$ cat src/rtl/round_timer_pkg.sv
// Shared types and constants for the round timer.
// Optional warning output is enabled with ROUND_TIMER_WARN_EN.
package timer_pkg;

    typedef enum logic [1:0] {
        RT_IDLE,
        RT_RUN,
        RT_PAUSED,
        RT_DONE
    } rt_state_t;

    // Real-board clock is 1.28 us, so this many cycles make one second.
    localparam int CLK_TICKS_PER_SEC = 781250;
    // Short second used by simulation benches.
    localparam int TB_TICKS_PER_SEC  = 4;

    // True when a seconds value lies inside the last-seconds warning window.
    function automatic logic in_warn_window(input int unsigned sec, input int unsigned warn_sec);
        return (sec != 0) && (sec <= warn_sec);
    endfunction

endpackage

$ cat src/rtl/round_timer_if.sv
// Control/status bundle between the game-control FSM (master) and the
// round timer (slave). The warn line exists only with ROUND_TIMER_WARN_EN.
interface round_timer_if #(
    parameter int SEC_WIDTH = 7
);
    logic                 start;
    logic                 pause;
    logic                 abort;
    logic                 periodic;
    logic [SEC_WIDTH-1:0] load_sec;
    logic                 ready;
    logic                 running;
    logic                 tick_1s;
    logic                 expired;
    logic [SEC_WIDTH-1:0] sec_left;
`ifdef ROUND_TIMER_WARN_EN
    logic                 warn;
`endif

    modport master (
        output start, pause, abort, periodic, load_sec,
`ifdef ROUND_TIMER_WARN_EN
        input  warn,
`endif
        input  ready, running, tick_1s, expired, sec_left
    );

    modport slave (
        input  start, pause, abort, periodic, load_sec,
`ifdef ROUND_TIMER_WARN_EN
        output warn,
`endif
        output ready, running, tick_1s, expired, sec_left
    );

endinterface

$ cat src/rtl/round_timer_sec_prescaler.sv
// Clock-cycle prescaler: counts enabled cycles and flags the last cycle
// of each second. clear restarts the second from zero.
module sec_prescaler #(
    parameter int TICKS_PER_SEC = 4,
    parameter int PRE_WIDTH     = 2
) (
    input  logic clk,
    input  logic reset,
    input  logic clear,
    input  logic enable,
    output logic tick
);
    localparam logic [PRE_WIDTH-1:0] TERMINAL = PRE_WIDTH'(TICKS_PER_SEC - 1);

    logic [PRE_WIDTH-1:0] count_reg;

    // Terminal count is flagged combinationally; the consumer registers it.
    assign tick = enable && (count_reg == TERMINAL);

    // Count enabled cycles, wrapping to zero after the terminal count.
    always_ff @(posedge clk) begin
        if (reset || clear) begin
            count_reg <= '0;
        end else if (enable) begin
            if (count_reg == TERMINAL) begin
                count_reg <= '0;
            end else begin
                count_reg <= count_reg + PRE_WIDTH'(1);
            end
        end
    end

endmodule

$ cat src/rtl/round_timer.sv
// Programmable seconds countdown with start/pause/abort, one-shot or
// periodic reload, seconds readout and single-cycle expiry pulse.
// Define ROUND_TIMER_WARN_EN to add the WARN_SEC parameter and warn output.
module round_timer
    import timer_pkg::*;
#(
    parameter int TICKS_PER_SEC = CLK_TICKS_PER_SEC,
    parameter int SEC_WIDTH     = 7
`ifdef ROUND_TIMER_WARN_EN
    ,
    parameter int WARN_SEC      = 10
`endif
) (
    input  logic           clk,
    input  logic           reset,
    round_timer_if.slave   bus
);
    // A one-cycle second still needs a one-bit counter.
    localparam int PRE_WIDTH = (TICKS_PER_SEC > 1) ? $clog2(TICKS_PER_SEC) : 1;

    rt_state_t            state_reg;
    logic [SEC_WIDTH-1:0] sec_left_reg;
    logic [SEC_WIDTH-1:0] reload_reg;
    logic                 ready_reg;
    logic                 running_reg;
    logic                 tick_reg;
    logic                 expired_reg;
    logic                 pre_tick;
    logic                 pre_clear;
    logic                 pre_enable;
`ifdef ROUND_TIMER_WARN_EN
    logic                 warn_reg;
`endif

    // A new load or an abort always restarts the second from zero.
    assign pre_clear  = bus.start || bus.abort;
    assign pre_enable = (state_reg == RT_RUN);

    sec_prescaler #(
        .TICKS_PER_SEC (TICKS_PER_SEC),
        .PRE_WIDTH     (PRE_WIDTH)
    ) u_prescaler (
        .clk    (clk),
        .reset  (reset),
        .clear  (pre_clear),
        .enable (pre_enable),
        .tick   (pre_tick)
    );

    // Control FSM; every output is updated alongside the state it reflects.
    always_ff @(posedge clk) begin
        if (reset) begin
            state_reg    <= RT_IDLE;
            sec_left_reg <= '0;
            reload_reg   <= '0;
            ready_reg    <= 1'b1;
            running_reg  <= 1'b0;
            tick_reg     <= 1'b0;
            expired_reg  <= 1'b0;
`ifdef ROUND_TIMER_WARN_EN
            warn_reg     <= 1'b0;
`endif
        end else begin
            tick_reg    <= 1'b0;
            expired_reg <= 1'b0;
            if (bus.abort) begin
                state_reg    <= RT_IDLE;
                sec_left_reg <= '0;
                ready_reg    <= 1'b1;
                running_reg  <= 1'b0;
`ifdef ROUND_TIMER_WARN_EN
                warn_reg     <= 1'b0;
`endif
            end else if (bus.start) begin
                reload_reg <= bus.load_sec;
                if (bus.load_sec == '0) begin
                    // Zero-length round expires immediately.
                    state_reg    <= RT_DONE;
                    sec_left_reg <= '0;
                    expired_reg  <= 1'b1;
                    ready_reg    <= 1'b1;
                    running_reg  <= 1'b0;
`ifdef ROUND_TIMER_WARN_EN
                    warn_reg     <= 1'b0;
`endif
                end else begin
                    state_reg    <= RT_RUN;
                    sec_left_reg <= bus.load_sec;
                    ready_reg    <= 1'b0;
                    running_reg  <= 1'b1;
`ifdef ROUND_TIMER_WARN_EN
                    warn_reg     <= in_warn_window(32'(bus.load_sec), WARN_SEC);
`endif
                end
            end else begin
                case (state_reg)
                    RT_RUN: begin
                        if (pre_tick) begin
                            tick_reg <= 1'b1;
                            if (sec_left_reg == SEC_WIDTH'(1)) begin
                                expired_reg <= 1'b1;
                                if (bus.periodic) begin
                                    sec_left_reg <= reload_reg;
                                    state_reg    <= bus.pause ? RT_PAUSED : RT_RUN;
`ifdef ROUND_TIMER_WARN_EN
                                    warn_reg     <= in_warn_window(32'(reload_reg), WARN_SEC);
`endif
                                end else begin
                                    state_reg    <= RT_DONE;
                                    sec_left_reg <= '0;
                                    ready_reg    <= 1'b1;
                                    running_reg  <= 1'b0;
`ifdef ROUND_TIMER_WARN_EN
                                    warn_reg     <= 1'b0;
`endif
                                end
                            end else begin
                                if (sec_left_reg != '0) begin
                                    sec_left_reg <= sec_left_reg - SEC_WIDTH'(1);
                                end
                                state_reg <= bus.pause ? RT_PAUSED : RT_RUN;
`ifdef ROUND_TIMER_WARN_EN
                                warn_reg  <= in_warn_window(32'(sec_left_reg - SEC_WIDTH'(1)), WARN_SEC);
`endif
                            end
                        end else if (bus.pause) begin
                            state_reg <= RT_PAUSED;
                        end
                    end
                    RT_PAUSED: begin
                        if (!bus.pause) begin
                            state_reg <= RT_RUN;
                        end
                    end
                    default: begin
                        // IDLE and DONE hold until start or abort.
                    end
                endcase
            end
        end
    end

    assign bus.ready    = ready_reg;
    assign bus.running  = running_reg;
    assign bus.tick_1s  = tick_reg;
    assign bus.expired  = expired_reg;
    assign bus.sec_left = sec_left_reg;
`ifdef ROUND_TIMER_WARN_EN
    assign bus.warn     = warn_reg;
`endif

endmodule
$ cat src/flat_wrapper.sv
// flat-port wrapper written by rule: the top's interface ports become plain ports
module round_timer_flat import timer_pkg::*;
#(
    parameter int TICKS_PER_SEC = CLK_TICKS_PER_SEC,
    parameter int SEC_WIDTH     = 7

)
  (clk, reset, bus_start, bus_pause, bus_abort, bus_periodic, bus_load_sec, bus_ready, bus_running, bus_tick_1s, bus_expired, bus_sec_left);
  round_timer_if #(.SEC_WIDTH(SEC_WIDTH)) bus_i ();
  input  logic clk;
  input  logic reset;
  input wire logic [$bits(bus_i.start)-1:0] bus_start;
  input wire logic [$bits(bus_i.pause)-1:0] bus_pause;
  input wire logic [$bits(bus_i.abort)-1:0] bus_abort;
  input wire logic [$bits(bus_i.periodic)-1:0] bus_periodic;
  input wire logic [$bits(bus_i.load_sec)-1:0] bus_load_sec;
  output wire logic [$bits(bus_i.ready)-1:0] bus_ready;
  output wire logic [$bits(bus_i.running)-1:0] bus_running;
  output wire logic [$bits(bus_i.tick_1s)-1:0] bus_tick_1s;
  output wire logic [$bits(bus_i.expired)-1:0] bus_expired;
  output wire logic [$bits(bus_i.sec_left)-1:0] bus_sec_left;
  assign bus_i.start = bus_start;
  assign bus_i.pause = bus_pause;
  assign bus_i.abort = bus_abort;
  assign bus_i.periodic = bus_periodic;
  assign bus_i.load_sec = bus_load_sec;
  assign bus_ready = bus_i.ready;
  assign bus_running = bus_i.running;
  assign bus_tick_1s = bus_i.tick_1s;
  assign bus_expired = bus_i.expired;
  assign bus_sec_left = bus_i.sec_left;
  round_timer #(.TICKS_PER_SEC(TICKS_PER_SEC), .SEC_WIDTH(SEC_WIDTH)) u_core (.clk(clk), .reset(reset), .bus(bus_i));
endmodule
$ cat config.mk
export PLATFORM = sky130hd
export DESIGN_NAME = round_timer_flat
export DESIGN_NICKNAME = d
export VERILOG_FILES = /design/src/rtl/round_timer_pkg.sv /design/src/rtl/round_timer_if.sv /design/src/rtl/round_timer_sec_prescaler.sv /design/src/rtl/round_timer.sv /design/src/flat_wrapper.sv
export SDC_FILE = /design/constraint.sdc
export NUM_CORES = 1
export LEC_CHECK = 0
export ABC_AREA = 1
export BUFFER_PORTS_ARGS = -buffer_cell sky130_fd_sc_hd__buf_2
export CORE_MARGIN = 4
export CORE_UTILIZATION = 55
export CTS_CLUSTER_SIZE = 8
export DETAILED_ROUTE_END_ITERATION = 6
export PLACE_DENSITY = 0.76
export REMOVE_ABC_BUFFERS = 1
export SLEW_MARGIN = 20
export SYNTH_ARGS = -nofsm -noshare
export SYNTH_HDL_FRONTEND = slang
export SYNTH_SLANG_ARGS = --single-unit
$ cat constraint.sdc
create_clock -name clk -period 2.65 [get_ports clk]
set_clock_uncertainty 0.1 [all_clocks]
set_input_delay 0.265 -clock clk [delete_from_list [all_inputs] [get_ports clk]]
set_output_delay 0.265 -clock clk [all_outputs]
set_load 0.005 [all_outputs]
Word-level counts from Yosys, hierarchy flattened
Index checks and enable logic that the tools add are counted.
W data, S select, Z words.
{ "classes": {"n_addsub": 2, "n_eq_ne": 7, "muxes": 34, "n_bitwise": 2, "n_reduce_logical": 16} }
{ "ops": {"columns": ["cell", "n"], "rows": [
  ["$mux W7", 7],
  ["$add A20 B1 Y20 const B", 1],
  ["$eq A20 B20 Y1 const B", 1],
  ["$mux W20", 1],
  ["$mux W1", 17],
  ["$mux W2", 8],
  ["$eq A7 B1 Y1 const B", 1],
  ["$logic_not A7 Y1", 1],
  ["$reduce_bool A7 Y1", 1],
  ["$sub A7 B1 Y7 const B", 1],
  ["$reduce_and A3 Y1", 2],
  ["$reduce_bool A2 Y1", 3],
  ["$reduce_bool A3 Y1", 2],
  ["$ne A4 B3 Y1 const B", 1],
  ["$pmux W2 S2", 1],
  ["$reduce_and A4 Y1", 1],
  ["$reduce_or A4 Y1", 1],
  ["$ne A3 B3 Y1 const B", 1],
  ["$eq A2 B1 Y1 const B", 1],
  ["$eq A2 B2 Y1 const B", 1],
  ["$logic_or A1 B1 Y1", 2],
  ["$ne A2 B2 Y1 const B", 1],
  ["$not A1 Y1", 2],
  ["$reduce_and A2 Y1", 1],
  ["other kinds (2)", 2]
]} }
{ "word_totals": {"ff_bits": 40, "input_bits": 13, "word_cells": 69} }

Depth between registers and ports, before layout
{ "depth": {"depth_word": 6, "depth_mapped": 12, "mapped_depth_nobuf": 12} }

Cells and area by module
A second synthesis with hierarchy kept.
{ "unflattened": {"cells_unflattened": 376, "area_unflattened_um2": 2459.9} }
{ "by_module_without_submodules": {"columns": ["mod", "n_inst", "cells_per_inst", "area_per_inst_um2", "seq_area_each_um2"], "rows": [
  ["round_timer", 1, 191, 1276.2, 400.4],
  ["sec_prescaler", 1, 185, 1183.6, 400.4]
]} }

Least setup slack after synthesis
OpenSTA, ideal clock, no wires.
{ "synth_path": {"path_kind": "register to register", "from": "register u_core.sec_left_reg[0], in the netlist u_core.bus.sec_left[0]", "to": "register u_core.sec_left_reg[4], in the netlist u_core.bus.sec_left[4]", "setup_time_ns": 0.117, "arrival_time_ns": 1.394, "t_required_ns": 2.433, "path_slack_ns": 1.039, "path_stages_with_launch": 13, "n_path_buf": 0, "synth_period_minus_slack_ns": 1.611, "cell_sequence": "dfxtp_1 inv_1 ha_1 nand2_1 nor2_1 nand2_1 nor2_1 nand2_1 nand3_1 nand2_2 inv_2 nor3_1 nor2_1"} }
{ "synth_via": {"elab_chain_len": 6} }
{ "synth_lines": {"columns": ["element", "line_no", "text"], "rows": [
  ["start, declared", "round_timer.sv:22", "logic [SEC_WIDTH-1:0] sec_left_reg;"],
  ["start signal, assigned", "round_timer.sv:88", "sec_left_reg <= bus.load_sec;"],
  ["start signal, assigned", "round_timer.sv:103", "sec_left_reg <= reload_reg;"],
  ["start signal, assigned", "round_timer.sv:119", "sec_left_reg <= sec_left_reg - SEC_WIDTH'(1);"],
  ["$sub A7 B1 Y7", "round_timer.sv:119", null],
  ["$mux W7", "round_timer.sv:118", "if (sec_left_reg != '0) begin"],
  ["$mux W7", "round_timer.sv:100", "if (sec_left_reg == SEC_WIDTH'(1)) begin"],
  ["$mux W7", "round_timer.sv:98", "if (pre_tick) begin"],
  ["$mux W7", "round_timer.sv:96", "case (state_reg)"],
  ["$mux W7", "round_timer.sv:74", "end else if (bus.start) begin"]
]} }
Parallel ways exist; a longest one is shown, timed or not. The select of a mux whose other input is x is not followed.
A chain may end at the register's enable or synchronous reset.

Final worst setup path
{ "layout_path": {"from": "register u_core.sec_left_reg[1], in the netlist u_core.bus.sec_left[1]", "to": "register u_core.sec_left_reg[4], in the netlist u_core.bus.sec_left[4]"} }
The elaborated chain is that of the path after synthesis.

==> impl_results.md <==
- Outcome: complete, no violations
- Netlist cell types: 27
- Most instantiated cells after synthesis: 75 x nand2_1, 53 x nor2_1, 40 x dfxtp_1, 37 x inv_1, 22 x a21oi_1
- Adder-Cell Fraction of Synth Area: 0.0238
- Period utilization: 0.723
- Vias: 2079
- # setup viols final: 0
- Worst-Margin Slew: 0.561 ns
- Max incr delay on CP: 0.32 ns
- Crit path time final: 1.92 ns
- Worst R2R Path Depth: 11
- Ratio of cells with drive above 1 in the final layout: 0.138
- Pre-CTS setup slack: 0.756 ns
- Total grt overflow: 0
- Type of origin of the critical path: register
- Post-CTS setup buffer count: 0
- Fmax achieved: 522 MHz
- Area grow syn2layout: 13.2%
- Rel. slew slack: 0.623
- Sw Share: 0.253
- Kind of critical path: register to register
- Post-synth EDFFs: 0
- Worst Path Required: 2.74 ns
- TritonCTS buffer count: 5
- Full die area: 0.00488 mm^2
- Critical R2R Launch: u_core.bus.sec_left[1]
- Ant. Diodes: 0
- Min-delay src: reset
- Die width: 69.9 um
- Peak supply drop: 0.385 mV
- Mean post-synth cell area: 6.60 um^2
- Hold_buf cts: 0
- FP Rows: 22
- Largest area contributor in the netlist: dfxtp_1
- DRT iter0 DRCs: 181
- Worst R2R End: u_core.bus.sec_left[4]
- Worst path cell trace: inv_1 > ha_1 > inv_1 > nor2_1 > nand3_1 > nand2_1 > nand3_1 > nand2_2 > inv_2 > nor3_1 > nor2_1
- DR pass1 iterations: 4
- Total track usage: 0.204
- Max Transition Viols Final: 0
- Max-cap check violation count: 0
- Mux share of post-synthesis cell area: 0
- Synth Area in Simple Gates: 0.355
- WL per Instance: 12.0 um
- Remaining antenna violation count: 0
- Clk Tree Root Cell: clkbuf_8
- #FFs+latches synth: 40
- Crit. Startpoint: u_core.bus.sec_left[1]
- Area contributors post-synth: dfxtp_1 38%, nand2_1 13%, nor2_1 9.4%, inv_1 6.6%, a21oi_1 5.2%
- CTS tree: built
- Drt drc: 0
- Num Clock Sinks: 40
- Core ar.: 0.00369 mm^2
- Pint: 939 uW
- WP buf/inv: 3
- Detailed Route WL: 4.74 mm
- Fin worst setup slack: 0.735 ns
- Clk slew on worst S/H paths: 0.08 ns
- Yosys Warn Count: 0
- PortBufs: 23
- Gpl congestion: 0.876
- Mapped Cells: 319
- RSZ-0062 raised after global routing: no
- Crit. End Element: register
- Fin Setup TNS: 0 ns
- Post-synth top area share: 0.380
- Logic pwr share: 0.102
- Hold Crit Class: primary input to register
- I/O Pins: 24
- First-pass GRT wire length: 8.24 mm
- Hold path cells: 2
- Crit-path leading delay family: simple AND/OR/NAND/NOR gates
- Psw: 318 uW
- Max reg flops: 20
- Initial Utilization: 0.571
- Synth Area in Compound Gates: 0.130
- Post-detail-place hpwl: 3.62 mm
- H-tree lvl count: 2
- Clock latency at the later pin of the worst-skew pair: 0.30 ns
- Seq/Total Area, Yosys: 0.380
- Die H: 69.9 um
- Hold Path End: u_core.reload_reg[4]
- Critical Path AT: 2.00 ns
- Top FF cell, synth: dfxtp_1
- Max Buffers Root-to-Sink: 2
- Initial antenna violation count: 0
- Critical Path Slowest Stage Cell: dfxtp_1
- Fin nets: 364
- Leak Pwr: 0.00100 uW
- Synth Area in XOR/XNOR: 0.0333
- Reg2reg setup slack: 0.73 ns
- Via density: 5.25
- Sequential Power Share: 0.497
- Largest net degree at the start of global routing: 15
- Max FO, Critical Path: 8
- Count leader, synth: nand2_1
- Final Hold Vio Count: 0
- Clock share of power: 0.401
- Post-Syn Area: 0.00211 mm^2
- Vias in the first global route: 1837
- Largest family of logic cells by synthesized area: simple AND/OR/NAND/NOR gates
- PwrDens: 527 mW/mm^2
- CTS resizes: 0
- FFs w/ async S/R, synth: 0
## cells in the final DEF, fill, tap and decap left out
master / count
inv_1: 37
nor3_1: 7
clkinvlp_4: 1
a21oi_1: 22
o22ai_1: 1
nor2_4: 2
nor2_1: 53
dfxtp_1: 40
o21ai_1: 1
nor3_2: 1
a211oi_1: 1
nor3b_1: 2
nor2_2: 7
clkbuf_8: 5
nand3_1: 17
ha_1: 4
bufinv_16: 1
inv_2: 4
buf_2: 23
xnor2_1: 2
o21a_1: 3
nor4_1: 2
xor2_1: 6
clkinv_2: 1
a22oi_1: 1
o21ai_0: 20
o211ai_1: 2
nand2_2: 3
nand2_1: 75
nand4_1: 4
## worst max path at each step
stage,end,cells past startpoint
final,u_core.bus.sec_left[4],11
after floorplan,u_core.bus.sec_left[4],12
after global routing,u_core.bus.sec_left[5],12
after CTS,u_core.bus.sec_left[4],11
after detailed placement,u_core.bus.sec_left[4],11
after global placement,u_core.bus.sec_left[5],12
## layout make-up
class	instances	area (um^2)
clock buffers	5	68.8
clock inverters	3	42.5
flip-flops and latches	40	801
repair buffers	23	115
multi-input cells	236	1140
inverters	41	154
well taps	48	60.1
fillers	378	1310
## logic make-up after synthesis
group / after synthesis
xor gates and xnor gates: 8
buffers and inverters: 43
DFF: 40
AOI/OAI and AO/OA: 51
and+or+nand+nor: 173
adders and majority gates: 4
## power groups by stage
stage,combinational (uW),clock (uW),sequential [uW]
6_report,129,503,624
5_1_grt,148,542,626
4_1_cts,128,512,624
3_5_place_dp,127,0,638
3_3_place_gp,127,0,638
2_1_floorplan,83.3,0,636
## routing by layer
metal	vias up	wire length, um	track usage
met5	-	0	0
met4	0	54	0.0574
met3	6	311	0.0432
met2	58	2010	0.301
met1	936	2360	0.300
li1	1079	-	-
## stage by stage
stage,hold WS [ns],instances,utilization,total power [uW],instance area [um^2]
after floorplan,0.234,317,-,720,2100
after global placement,0.355,388,0.616,765,2270
after detailed placement,0.358,388,0.616,765,2270
after CTS,0.137,396,0.646,1260,2380
after global routing,0.145,396,0.646,1320,2380
final,0.144,396,0.646,1260,2380
## worst reg2reg max path: stages, from the launching register on
cell,delay [ns]
dfxtp_1,0.32
inv_1,0.10
ha_1,0.15
inv_1,0.03
nor2_1,0.08
nand3_1,0.24
nand2_1,0.19
nand3_1,0.13
nand2_2,0.18
inv_2,0.10
nor3_1,0.13
nor2_1,0.07
Note: power is estimated with default switching activity, not from simulation.
